[config.mk]
export PLATFORM = sky130hd
export DESIGN_NAME = fetch_sequencer
export DESIGN_NICKNAME = d
export VERILOG_FILES = /design/src/rtl/fetch_sequencer.sv
export SDC_FILE = /design/constraint.sdc
export NUM_CORES = 1
export LEC_CHECK = 0
export CAP_MARGIN = 30
export CORE_ASPECT_RATIO = 1.4
export CORE_MARGIN = 2
export CORE_UTILIZATION = 36
export DETAILED_ROUTE_END_ITERATION = 8
export HOLD_SLACK_MARGIN = 0.12
export PLACE_DENSITY = 0.79
export SETUP_SLACK_MARGIN = 0.05
export SLEW_MARGIN = 20
export SYNTH_ARGS = -nofsm -noshare
export SYNTH_HDL_FRONTEND = slang
export SYNTH_SLANG_ARGS = --single-unit
[constraint.sdc]
create_clock -name clock -period 1.4 [get_ports clock]
set_input_delay 0.21 -clock clock [delete_from_list [all_inputs] [get_ports clock]]
set_output_delay 0.21 -clock clock [all_outputs]
set_load 0.05 [all_outputs]
[src/rtl/fetch_sequencer.sv]
// ----------------------------------------------------------------------------
// fetch_sequencer
//
// Purpose:
//   Instruction fetch / execute sequencer for a small multi-cycle core.
//   Fetches a 16-bit instruction word from instruction memory at the current
//   program counter, then walks the control unit through four execution
//   steps (step 0..3). At step 3 the control unit may update the PC, either
//   by incrementing it or by loading a branch target.
//
//   Optional feature (macro FETCH_SEQUENCER_HALT_EN):
//     When defined, an instruction whose opcode bits [15:13] are 3'b011
//     completes its four execution steps without touching the PC and then
//     parks the sequencer in HALT until reset. When undefined, that opcode
//     is an ordinary instruction and 'halted' is tied low.
//
// Ports:
//   clock      in   sole clock, rising edge
//   resetn     in   synchronous active-low reset
//   run        in   level enable, sampled in IDLE and at step 3
//   imem_req   out  instruction-memory read request (high in FETCH)
//   imem_addr  out  instruction-memory read address (current PC)
//   imem_ack   in   memory response, imem_data valid the same cycle
//   imem_data  in   fetched instruction word
//   instrucao  out  instruction register for the control unit
//   step       out  execution step counter for the control unit
//   pc_enable  in   PC-update request, honoured only at step 3
//   pc_load    in   1 = load pc_target, 0 = increment
//   pc_target  in   branch target from the datapath
//   pc         out  current program counter
//   busy       out  high in FETCH and EXEC
//   halted     out  high in HALT
// ----------------------------------------------------------------------------
module fetch_sequencer #(
    parameter int PC_W = 8
) (
    input  logic            clock,
    input  logic            resetn,
    input  logic            run,
    output logic            imem_req,
    output logic [PC_W-1:0] imem_addr,
    input  logic            imem_ack,
    input  logic [15:0]     imem_data,
    output logic [15:0]     instrucao,
    output logic [1:0]      step,
    input  logic            pc_enable,
    input  logic            pc_load,
    input  logic [PC_W-1:0] pc_target,
    output logic [PC_W-1:0] pc,
    output logic            busy,
    output logic            halted
);

    typedef enum logic [1:0] {
        S_IDLE  = 2'd0,
        S_FETCH = 2'd1,
        S_EXEC  = 2'd2,
        S_HALT  = 2'd3
    } state_t;

    state_t            r_state;
    logic [PC_W-1:0]   r_pc;
    logic [15:0]       r_instr;
    logic [1:0]        r_step;

    logic [PC_W-1:0]   w_pc_next;
    logic              w_halt_op;

    // Candidate PC for the step-3 edge; the increment wraps naturally at
    // the register width.
    always_comb begin
        w_pc_next = r_pc;
        if (pc_enable) begin
            if (pc_load) begin
                w_pc_next = pc_target;
            end else begin
                w_pc_next = r_pc + {{(PC_W-1){1'b0}}, 1'b1};
            end
        end
    end

`ifdef FETCH_SEQUENCER_HALT_EN
    assign w_halt_op = (r_instr[15:13] == 3'b011);
`else
    assign w_halt_op = 1'b0;
`endif

    always_ff @(posedge clock) begin
        if (!resetn) begin
            r_state <= S_IDLE;
            r_pc    <= '0;
            r_instr <= '0;
            r_step  <= 2'd0;
        end else begin
            case (r_state)
                S_IDLE: begin
                    r_step <= 2'd0;
                    if (run) begin
                        r_state <= S_FETCH;
                    end
                end
                S_FETCH: begin
                    r_step <= 2'd0;
                    // Only an ack seen while requesting captures the word.
                    if (imem_ack) begin
                        r_instr <= imem_data;
                        r_state <= S_EXEC;
                    end
                end
                S_EXEC: begin
                    if (r_step != 2'd3) begin
                        r_step <= r_step + 2'd1;
                    end else begin
                        r_step <= 2'd0;
                        if (w_halt_op) begin
                            // Halting instruction leaves the PC pointing at itself.
                            r_state <= S_HALT;
                        end else begin
                            r_pc    <= w_pc_next;
                            r_state <= run ? S_FETCH : S_IDLE;
                        end
                    end
                end
                S_HALT: begin
                    r_step <= 2'd0;
                end
                default: begin
                    r_state <= S_IDLE;
                    r_step  <= 2'd0;
                end
            endcase
        end
    end

    // Request and address are pure state decodes so they stay stable for
    // as long as the memory takes to answer.
    assign imem_req  = (r_state == S_FETCH);
    assign imem_addr = r_pc;
    assign instrucao = r_instr;
    assign step      = r_step;
    assign pc        = r_pc;
    assign busy      = (r_state == S_FETCH) || (r_state == S_EXEC);

`ifdef FETCH_SEQUENCER_HALT_EN
    assign halted    = (r_state == S_HALT);
`else
    assign halted    = 1'b0;
`endif

endmodule

==> results of run 1 <==
==> logic make-up after synthesis <==
logic type,after synthesis,share of synthesized area (%)
adder cells (fa/ha/maj),6,5.44
multiplexers,3,2.18
flip-flops,28,40.7
other,1,0.272
AND/OR/NAND/NOR,68,23.0
AO/OA/AOI/OAI,42,19.4
buffers and inverters,23,8.98
==> worst max-delay path, cell delays in order, from the launching register on <==
cell and delay, ns:
dfxtp_4 0.40, inv_4 0.05, ha_4 0.17, mux2i_4 0.19
or4b_4 0.49, a21oi_2 0.14
==> layout by cell type, fill, tap and decap left out, types with 2 or more instances in the layout <==
| cell type | Yosys | layout |
|---|---|---|
| nand2_1 | 42 | 41 |
| buf_12 | 0 | 37 |
| clkdlybuf4s50_1 | 0 | 29 |
| buf_4 | 9 | 23 |
| a21oi_1 | 18 | 17 |
| dfxtp_1 | 28 | 17 |
| dfxtp_2 | 0 | 6 |
| nor2_1 | 5 | 5 |
| o211ai_1 | 5 | 5 |
| nand3_1 | 5 | 5 |
| o21ai_0 | 5 | 5 |
| ha_4 | 0 | 5 |
| dfxtp_4 | 0 | 5 |
| a31oi_1 | 4 | 4 |
| inv_1 | 5 | 3 |
| clkbuf_8 | 0 | 3 |
| nor2b_4 | 0 | 2 |
| o31ai_1 | 2 | 2 |
| and2_1 | 3 | 2 |
| mux2i_1 | 3 | 2 |
| nand3_2 | 2 | 2 |
| o41a_1 | 2 | 2 |
| o2111ai_1 | 2 | 2 |
| o31a_1 | 2 | 2 |
| or3_1 | 2 | 2 |
==> through the flow <==
| stage | instance area (sq um) | cells | utilization, % |
|---|---|---|---|
| floorplan | 1450 | 171 | - |
| global placement | 2600 | 285 | 70.8 |
| detailed placement | 2600 | 285 | 70.8 |
| CTS | 2710 | 289 | 73.7 |
| global route | 2790 | 291 | 75.8 |
| finish | 2790 | 291 | 75.8 |
==> routing by layer <==
| layer | track usage, % | up-vias | routed length (um) |
|---|---|---|---|
| met5 | 0 | - | 0 |
| met4 | 4.05 | 0 | 35 |
| li1 | - | 741 | - |
| met1 | 18.3 | 672 | 1440 |
| met2 | 37.8 | 48 | 2320 |
| met3 | 4.89 | 4 | 218 |
==> power breakdown <==
part	switching, uW	total (uW)	internal [uW]
Combinational	842	1770	924
Sequential	106	1000	895
Clock	251	634	382
Total	1200	3400	2200
==> registers in the layout, indices dropped and copies added (netlist names) <==
name and cells:
instrucao 16, imem_addr 8, r_state 2, step 2
==> timing repair <==
action,4_1_cts,5_1_grt
pin swaps,2,2
resized for setup,10,10
setup buffers,0,0
gates cloned,0,2
setup endpoints to repair,26,27
hold buffers,0,0
==> final timing paths <==
check | startpoint | to | slack, ns | depth (start not counted)
min reg2reg | step[0] | step[0] | 0.47 | 1
min | step[0] | step[0] | 0.47 | 1
max | r_state[1] | r_state[1] | -0.10 | 5
max reg2reg | r_state[1] | r_state[1] | -0.10 | 5
==> cell type report <==
type,count,area share [%]
timing repair buffer,91,44.5
multi-input combinational,121,29.2
sequential,28,21.1
tap,42,1.89
clock buffer,3,1.48
clock inverter,1,1.08
inverter,5,0.763
==> run_results.csv, run 1 <==
group,metric,value,unit
route,drc_errors,0,
run,maxCapViolCount,0,
global_route,antenna_found_initial,0,
yosys,ys_ff_latch,28,
timing,setup_viol,4,
yosys,synth_edf_count,0,
timing,hold_viol_final,0,
timing,rsz0062_at_grt,"true",
timing,fmax,666,MHz
timing,holdWs,0.472,ns
final_layout,area_growth,102,%
route,wirelength,4.02,mm
placement,io_buffers,65,
pwr,p_leak,0.00106,uW
die,core,3680,sq um
route,first_pass_iters,6,
pwr,powerDensity,1220,nW/um^2
final_layout,antennaDiodeCount,0,
timing,min_period_over_period,107,%
die,io-pin-count,67,
yosys,ys_types,31,
global_route,grt_pass1_vias,1479,
yosys,synthTopCellsByArea,"dfxtp_1 41%, nand2_1 11%, a21oi_1 6.5%",
clock_tree,cts.sinks,28,
die,dieArea,4350,sq um
die,dieHeight,77.2,um
timing,final.setup.worst_slack,-0.103,ns
route,viasPerCell,5.03,
timing,drv_slew,0,
route,avgRoutedWirePerCell,13.8,um
yosys,async_flop_share,0,%
clock_tree,ctsLongestPathBuffers,2,
clock_tree,path_clk_slew,0.10,ns
clock_tree,htree_levels,1,
worst_setup_path,worst_setup_path_start_kind,"flip-flop",
clock_tree,cts_made_buffers,3,
final_layout,register_area,587,sq um
global_route,grt_pass1_wl,6.58,mm
die,initial_utilization,37.5,%
worst_setup_path,worstSetupEndpointType,"flip-flop",
yosys,syn_avg_cell_area,8.06,sq um
clock_tree,clk_latency,0.27,ns
final_layout,drive_above_1_share,38.2,%
yosys,synth_fp_nets,207,
worst_setup_path,arrival,1.71,ns
timing,fin_setup_tns,-0.231,ns
placement,gp_congestion,0.799,
run_status,status,"finished with violations",
route,vias,1465,
yosys,synthTopCellsByCount,"42 x nand2_1, 28 x dfxtp_1, 18 x a21oi_1",
yosys,yosysWarnings,0,
worst_setup_path,worstSetupPathType,"flip-flop to flip-flop",
worst_hold_path,hold_path_class,"flip-flop to flip-flop",
yosys,syn-instance-count,171,
route,ant_nets,0,
worst_setup_path,worstPathRequired,1.61,ns
clock_tree,cts_root_buffer,"clkbuf_8",
pwr,ir_worst_vdd,1500,uV
clock_tree,tritoncts,"done",
yosys,synthFlopType,"dfxtp_1",
placement,dp_hpwl,3.17,mm
pwr,finalPower,3400,uW
die,num_rows,26,
route,drt_iter0_drc,36,
final_layout,final_nets,286,
timing,skew,0.00808,ns
yosys,yosysSeqAreaShare,40.7,%
timing,period_minus_slack,1.50,ns
worst_setup_path,critPathMaxFanout,4,
yosys,yosysTopAreaCellShare,40.7,%
run_status,violations,"setup timing",
yosys,synth_top_area_cell,"dfxtp_1",
final_layout,multi_input_area,815,sq um
yosys,synth_most_common_cell,"nand2_1",
final_layout,nFillCells,242,
global_route,gr-total-overflow,0,
yosys,netlist_area,1380,sq um
global_route,grt_start_max_net_pins,17,
global_route,grt_util_all_layers,18.7,%
die,fp.dieW,56.3,um
placement,post-place-ws,-0.207,ns
(Power assumes the default switching activity.)
==> inputs of run 2 (changes only) <==
- SETUP_SLACK_MARGIN: 0.05 -> not set
==> run 2 against run 1 <==
  * The flow still finishes with violations (setup timing)
  * Clock skew fell by 0.0051 ns
  * Combinational power fell by 2%
  * Die area did not move
  * Critical endpoint unchanged
  * Highest routed layer unchanged
==> run_results.csv, run 2 (synthesis results as in run 1) <==
group,metric,value,unit
clock_tree,tritoncts,"done",
global_route,grt_pass1_wl,6.63,mm
placement,io_buffers,65,
timing,drv_slew,0,
final_layout,largest_reg_flops,16,
timing,min_period_over_period,109,%
worst_setup_path,worstSetupPathType,"flip-flop to flip-flop",
placement,post-place-ws,-0.200,ns
die,io-pin-count,67,
route,drc_errors,0,
clock_tree,clk_latency,0.27,ns
worst_setup_path,critical-path-slowest-cell,"or4b_4",
global_route,grt_pass1_vias,1450,
placement,dp_hpwl,3.18,mm
pwr,finalPower,3360,uW
global_route,gr-total-overflow,0,
final_layout,final_cell_mix,"42 x nand2_1, 37 x buf_12, 29 x clkdlybuf4s50_1",
die,dieArea,4350,sq um
timing,skew,0.00301,ns
pwr,powerDensity,1230,nW/um^2
route,topRoutingLayerUsed,"met4",
die,dieHeight,77.2,um
worst_setup_path,max_stage_delay,0.51,ns
final_layout,mostFrequentLayoutCell,"nand2_1",
timing,rsz0062_at_grt,"true",
pwr,ir_worst_vdd,1220,uV
pwr,p_leak,0.00104,uW
final_layout,final_nets,284,
clock_tree,cts_made_buffers,3,
route,vias,1505,
global_route,grt_util_all_layers,18.9,%
die,initial_utilization,37.5,%
run_status,status,"finished with violations",
worst_setup_path,worstSetupEndpointType,"flip-flop",
timing,fmax,658,MHz
timing,period_minus_slack,1.52,ns
run_status,violations,"setup timing",
final_layout,fin_util,74.3,%
die,core,3680,sq um
die,fp.dieW,56.3,um
clock_tree,path_clk_slew,0.09,ns
die,num_rows,26,
worst_setup_path,worst_setup_path_start_kind,"flip-flop",
route,ant_nets,0,
global_route,grt_start_max_net_pins,17,
clock_tree,htree_levels,1,
route,met1_length,1.47,mm
timing,setup_viol,4,
route,avgRoutedWirePerCell,13.9,um
worst_setup_path,crit_chain,"inv_4 -> ha_4 -> mux2i_4 -> or4b_4 -> a21oi_2",
route,wirelength,4.03,mm
clock_tree,ctsLongestPathBuffers,2,
worst_setup_path,critPathMaxFanout,4,
timing,final.setup.worst_slack,-0.119,ns
final_layout,drive_above_1_share,36.8,%
run,maxCapViolCount,0,
route,routed-wl-met2,2.25,mm
route,viasPerCell,5.21,
route,first_pass_iters,4,
route,route.met3.wl,244,um
final_layout,antennaDiodeCount,0,
worst_hold_path,hold_path_class,"flip-flop to flip-flop",
clock_tree,cts.sinks,28,
timing,holdWs,0.466,ns
global_route,antenna_found_initial,0,
timing,hold_viol_final,0,
final_layout,area_growth,98.1,%
worst_setup_path,worstPathRequired,1.60,ns
placement,gp_congestion,0.846,
route,drt_iter0_drc,30,
clock_tree,cts_root_buffer,"clkbuf_8",
worst_setup_path,arrival,1.72,ns
run 2: critical path: cells and delay by family, from the launching register on:
family	cells	cell delay, ns
fa+ha+maj	1	0.16
simple gates	1	0.51
mux	1	0.19
compound gates	1	0.15
buf+inv	1	0.05
flops	1	0.39
run 2: routing by layer:
metal	vias up	global-route usage, %
met5	-	0
met4	0	5.00
met3	8	4.05
met2	60	37.4
met1	704	19.3
li1	733	-
run 2: through the flow:
step | setup TNS [ns] | instances | instance area, sq um
CTS | -0.140 | 288 | 2710
detailed placement | -3.02 | 283 | 2590
global route | -0.324 | 289 | 2730
floorplan | -0.310 | 171 | 1450
finish | -0.179 | 289 | 2730
global placement | -2.16 | 283 | 2590
run 2: what timing repair did:
| item | CTS | global route |
|---|---|---|
| setup endpoints to repair | 18 | 18 |
| buffers inserted | 1 | 1 |
| cloned | 0 | 0 |
| pin swaps | 6 | 3 |
| hold buffers | 0 | 0 |
| gates resized for setup | 12 | 4 |
run 2: final cells by class:
class | count | area (sq um)
repair buffers | 90 | 1220
fillers | 252 | 945
multi-input cells | 120 | 778
flip-flops and latches | 28 | 587
well taps | 42 | 52.6
clock buffers | 3 | 41.3
clock inverters | 1 | 30.0
inverters | 5 | 23.8
run 2: power by group:
part,internal (uW),switching (uW)
sequential,895,108
combinational,897,833
clock,383,245
run 2: path summary, 6_finish.rpt:
check / startpoint / to / slack (ns) / depth (start not counted)
worst min-delay path: step[0] / step[0] / 0.47 / 1
worst max register to register: r_state[1] / r_state[1] / -0.12 / 5
worst min register to register: step[0] / step[0] / 0.47 / 1
worst max-delay path: r_state[1] / r_state[1] / -0.12 / 5
==> inputs of run 3 (changes only) <==
- GPL_ROUTABILITY_DRIVEN: not set -> 0
- RECOVER_POWER: not set -> 25
==> run 3 against run 2 <==
  * The run still ends with setup timing left
  * Sequential share of layout area is 0.86 points higher
  * Clock power hardly changed
  * Sequential cell count stayed put
  * Sequential power hardly changed
  * Non-clock buffer count stayed put
  * Critical path type unchanged
==> run_results.csv, run 3 (synthesis results as in run 1) <==
group,metric,value,unit
run_status,status,"finished with violations",
run_status,violations,"setup timing",
worst_setup_path,worstPathRequired,1.60,ns
pwr,ir_worst_vdd,1210,uV
final_layout,area_growth,90.5,%
timing,rsz0062_at_grt,"true",
route,ant_nets,0,
clock_tree,ctsLongestPathBuffers,2,
final_layout,largest_reg_flops,16,
timing,max_slew_margin,65.6,%
final_layout,antennaDiodeCount,0,
global_route,antenna_found_initial,0,
pwr,powerDensity,1230,nW/um^2
route,wirelength,4.04,mm
global_route,grt_util_all_layers,18.9,%
global_route,grt_pass1_wl,6.63,mm
clock_tree,path_clk_slew,0.10,ns
global_route,grt_pass1_vias,1450,
clock_tree,cts_root_buffer,"clkbuf_8",
timing,worst_pin_slew,0.515,ns
die,io-pin-count,67,
placement,dp_cells,283,
placement,dp_hpwl,3.18,mm
final_layout,nFillCells,269,
worst_hold_path,hold_start,"instrucao[1]",
final_layout,final_cell_mix,"42 x nand2_1, 29 x clkdlybuf4s50_1, 25 x buf_12",
pwr,seqPwrFrac,30.2,%
pwr,pwr-share-comb,50.4,%
die,dieHeight,77.2,um
die,num_rows,26,
timing,min_period_over_period,109,%
final_layout,mostFrequentLayoutCell,"nand2_1",
worst_setup_path,arrival,1.72,ns
placement,post-place-ws,-0.200,ns
die,fp.dieW,56.3,um
worst_setup_path,r2r-end,"r_state[1]",
worst_setup_path,startpoint,"r_state[1]",
global_route,gr-total-overflow,0,
timing,fmax,658,MHz
run,maxCapViolCount,0,
die,core,3680,sq um
timing,hold_viol_final,0,
timing,final.setup.worst_slack,-0.119,ns
pwr,p_leak,0.00116,uW
timing,drv_slew,0,
pwr,power_switching,1160,uW
clock_tree,htree_levels,1,
final_layout,fin_cells,289,
worst_setup_path,critPathMaxFanout,4,
worst_setup_path,timing.rr.start,"r_state[1]",
clock_tree,cts.sinks,28,
die,initial_utilization,37.5,%
worst_hold_path,hold_path_class,"flip-flop to flip-flop",
clock_tree,tritoncts,"done",
final_layout,fin_util,71.4,%
route,vias,1510,
worst_setup_path,r2r_cells,5,
route,first_pass_iters,4,
route,drt_iter0_drc,37,
worst_setup_path,worstSetupEndpointType,"flip-flop",
worst_setup_path,worst_setup_path_start_kind,"flip-flop",
timing,setup_viol,4,
route,avgRoutedWirePerCell,14.0,um
pwr,switching_share,35.9,%
pwr,p_int,2070,uW
die,dieArea,4350,sq um
placement,io_buffers,65,
final_layout,final_nets,284,
global_route,grt_start_max_net_pins,17,
worst_setup_path,worstSetupPathType,"flip-flop to flip-flop",
route,drc_errors,0,
timing,period_minus_slack,1.52,ns
pwr,clkPwrFrac,19.5,%
timing,fin_setup_tns,-0.180,ns
worst_setup_path,cp-endpoint,"r_state[1]",
clock_tree,clk_latency,0.27,ns
final_layout,drive_above_1_share,32.8,%
timing,skew,0.00399,ns
route,viasPerCell,5.22,
worst_setup_path,r2r_setup_slack,-0.12,ns
clock_tree,cts_made_buffers,3,
-- run 3: changes by cell type in the layout (fill, tap and decap cells not counted), sizes merged --
cell,change
clkbuf,+2
buf,-12
dlymetal6s2s,+10
-- run 3: per-layer routing --
layer | global-route usage, % | wire (um) | vias up
met2 | 37.4 | 2250 | 62
li1 | - | - | 733
met4 | 5.00 | 68 | 0
met5 | 0 | 0 | -
met1 | 19.3 | 1460 | 707
met3 | 4.05 | 255 | 8
-- run 3: worst min-delay path by stage --
stage	endpoint	slack [ns]	cells after the start
2_1_floorplan	instrucao[0]	0.35	2
3_3_place_gp	step[0]	0.45	1
3_5_place_dp	step[0]	0.45	1
4_1_cts	instrucao[8]	0.47	3
5_1_grt	instrucao[5]	0.47	2
6_report	instrucao[1]	0.45	2
-- run 3: critical path, stage by stage, from the launching register on --
cell     delay (ns)
dfxtp_4        0.39
inv_4          0.05
ha_4           0.16
mux2i_4        0.19
or4b_4         0.51
a21oi_2        0.15
-- run 3: cell type report --
type / instances / area, sq um / area share [%]
clock inverter: 1 / 30.0 / 1.14
inverter: 5 / 23.8 / 0.905
timing repair buffer: 90 / 1110 / 42.4
clock buffer: 3 / 41.3 / 1.57
tap: 42 / 52.6 / 2.00
multi-input combinational: 120 / 778 / 29.6
sequential: 28 / 587 / 22.3
-- run 3: timing repair --
item                                   4_1_cts  5_1_grt
pin swaps                                    6        3
setup endpoints to repair                   18       18
gates resized for setup                     12        4
hold buffers                                 0        0
endpoints found under the hold margin        0        0
setup buffers                                1        1
-- run 3: through the flow --
step           hold WS, ns  cell area [sq um]  power [uW]
2_1_floorplan        0.346               1450        1830
3_3_place_gp         0.447               2590        2520
3_5_place_dp         0.452               2590        2570
4_1_cts              0.465               2710        3330
5_1_grt              0.473               2630        3390
6_report             0.455               2630        3240
-- run 3: power by group through the flow --
stage                     combinational (uW)  sequential [uW]  clock (uW)
after floorplan                          610             1220           0
after global placement                  1520             1000           0
after detailed placement                1560             1010           0
after CTS                               1680             1010         645
after global routing                    1730              989         672
final                                   1630              977         630
==> RTL change (config.mk and constraints of run 2) <==
Encoding of `state_t`: now one-hot (4 bits for 4 states).
--- a/src/rtl/fetch_sequencer.sv
+++ b/src/rtl/fetch_sequencer.sv
@@ -52,9 +52,9 @@
 );
 
-    typedef enum logic [1:0] {
-        S_IDLE  = 2'd0,
-        S_FETCH = 2'd1,
-        S_EXEC  = 2'd2,
-        S_HALT  = 2'd3
+    typedef enum logic [3:0] {
+        S_IDLE  = 4'b0001,
+        S_FETCH = 4'b0010,
+        S_EXEC  = 4'b0100,
+        S_HALT  = 4'b1000
     } state_t;
 
Function: no difference found for any inputs over 10 cycles, from zero or initial values and one cycle with resetn low; not proved beyond that.
==> RTL change against run 2 <==
  * The flow still finishes with violations (negative setup slack)
  * Clock skew up 0.0065 ns
  * Design area up 0.64%
  * Cell count up 0.69%
  * Critical path depth down 1
  * Wire length down 2.3%
  * Hold slack worse by 0.012 ns
  * Setup slack better by 0.11 ns
  * Sequential cell count up 1
  * First-iteration DRC count down 3.3%
  * Maximum frequency up 7.7%
  * Area after synthesis up 6.1%
  * Critical path type is now flip-flop to primary output
  * Largest cell class unchanged
Power is not compared: it rests on default switching activity, and its combinational part moved more than twofold at a synthesized area within 25%.
==> RTL change: results (changes against run 2) <==
\begin{tabular}{lr}
\hline
Metric & Value \\
\hline
\multicolumn{2}{l}{\textbf{Placed design}} \\
Total placed instance area & 0.00255 mm2 (-1.5\%) \\
Pre-CTS worst setup slack & -0.103 ns (+0.0966 ns) \\
Placed wire-length estimate & 2.88 mm (-9.3\%) \\
\multicolumn{2}{l}{\textbf{Layout}} \\
NonClk Buf Share & 0.436 (-0.0106) \\
Multi-In Gates & 125 (+4.2\%) \\
Final-layout clock buffer total & 7 (+4) \\
Final cell count without fillers & 291 (+0.69\%) \\
Seq Cell Count & 29 (+3.6\%) \\
Share of the final layout cell area in multi-input gates & 0.279 (-0.00591) \\
Number of nets in the final layout & 279 (-1.8\%) \\
Reg area & 601 um2 (+2.3\%) \\
Layout cell share with drive strength beyond 1 & 0.383 (+0.0146) \\
Final-layout clock-cell area share & 0.0419 (+0.0158) \\
Number of non-clock inverters in the layout & 4 (-1) \\
Number of filler cells placed in the layout & 275 (+9.1\%) \\
Repair and plain buffers & 82 (-8.9\%) \\
\multicolumn{2}{l}{\textbf{Global routing}} \\
Maximum number of pins on one net before global-route repair & 21 (+4) \\
Wire length of the first global-routing pass & 6.40 mm (-3.4\%) \\
Global-route met3 utilization & 0.0648 (+0.0244) \\
\multicolumn{2}{l}{\textbf{Timing}} \\
Total Neg Setup Slack & -0.0118 ns (+0.167 ns) \\
Final setup violation count & 2 (-2) \\
Slack of the critical path & -0.0109 ns (+0.108 ns) \\
Worst-case hold slack & 0.454 ns (-0.0121 ns) \\
\multicolumn{2}{l}{\textbf{Critical path}} \\
Largest delay contributor family on the critical path & flip-flops \\
Cell type of the slowest stage on the worst timing path & sky130\_fd\_sc\_hd\_\_dfxtp\_2 \\
Beginning of the worst register-to-register path & imem\_addr[0] \\
R2R Path End & imem\_addr[6] \\
Register-to-Register Setup Slack & 0.05 ns (+0.17 ns) \\
Largest fanout of any net on the critical path & 3 (-1) \\
Longest individual stage delay on the worst path & 0.35 ns (-0.16 ns) \\
\multicolumn{2}{l}{\textbf{Clocking}} \\
Clk Latency, worst-skew pair & 0.29 ns (+0.02 ns) \\
Clock-pin slew of the registers on the worst-case setup and hold paths & 0.07 ns (-0.02 ns) \\
CTS buffer count & 5 (+2) \\
\multicolumn{2}{l}{\textbf{Routing}} \\
Average routed wire per standard cell & 13.5 um (-3.0\%) \\
Violation count after the first detailed-route iteration & 29 (-3.3\%) \\
\multicolumn{2}{l}{\textbf{Synthesis}} \\
Synthesized area per cell & 8.22 um2 (+1.9\%) \\
Synth top area cells & sky130\_fd\_sc\_hd\_\_dfxtp\_1, sky130\_fd\_sc\_hd\_\_nand2\_1, sky130\_fd\_sc\_hd\_\_a21oi\_2, sky130\_fd\_sc\_hd\_\_a21oi\_1, sky130\_fd\_sc\_hd\_\_buf\_4 \\
Post-synthesis sequential area ratio & 0.397 (-0.00961) \\
\multicolumn{2}{l}{\textbf{Hold path}} \\
Endpoint, Worst Hold & step[0] \\
Hold wc startpoint & step[0] \\
\multicolumn{2}{l}{\textbf{Outcome}} \\
Run status & complete, but fails checks \\
Violations in the final reports & negative setup slack \\
\hline
\end{tabular}
==> RTL change: cell count changes after synthesis, sizes merged, moves of 4 or more <==
cell and delta:
ha -4, o211ai -4, nand2 +4, a21oi +7
o22ai +4
==> RTL change: repair_timing <==
| item | in CTS | in global routing |
|---|---|---|
| resized for setup | 7 | 5 |
| pin swaps | 1 | 1 |
| buffers inserted | 2 | 1 |
| hold endpoints to repair | 0 | 0 |
| endpoints found under the setup margin | 6 | 14 |
| cloned | 0 | 1 |
==> RTL change: power by group through the flow <==
| stage | clock, uW | combinational (uW) | sequential, uW |
|---|---|---|---|
| final | 846 | 409 | 886 |
| after global routing | 907 | 439 | 887 |
| after CTS | 862 | 402 | 884 |
| after detailed placement | 0 | 378 | 897 |
| after global placement | 0 | 372 | 895 |
| after floorplan | 0 | 186 | 909 |
==> RTL change: worst max path at each step <==
| stage | cells past startpoint | end | start | slack (ns) |
|---|---|---|---|---|
| after detailed placement | 4 | imem_addr[1] | pc_enable | -0.10 |
| final | 4 | busy | r_state[2] | -0.01 |
| after global routing | 4 | busy | r_state[2] | -0.05 |
| after CTS | 4 | busy | r_state[2] | -0.02 |
| after global placement | 4 | imem_addr[5] | pc_enable | -0.02 |
| after floorplan | 7 | instrucao[10] | r_state[2] | -0.24 |
==> RTL change: logic make-up (layout without fill, tap and decap cells) <==
family / count (synthesis) / after routing / synth area share
AOI/OAI and AO/OA: 47 / 47 / 0.215
adders and majority gates: 2 / 2 / 0.0171
buffers and inverters: 24 / 94 / 0.107
DFF: 29 / 29 / 0.397
muxes: 2 / 2 / 0.0137
other: 1 / 1 / 0.00256
and+or+nand+nor: 73 / 73 / 0.248
==> RTL change: layer usage <==
layer	up-vias	wire length (um)
li1	740	-
met5	-	0
met4	0	76
met1	698	1390
met3	6	300
met2	55	2170
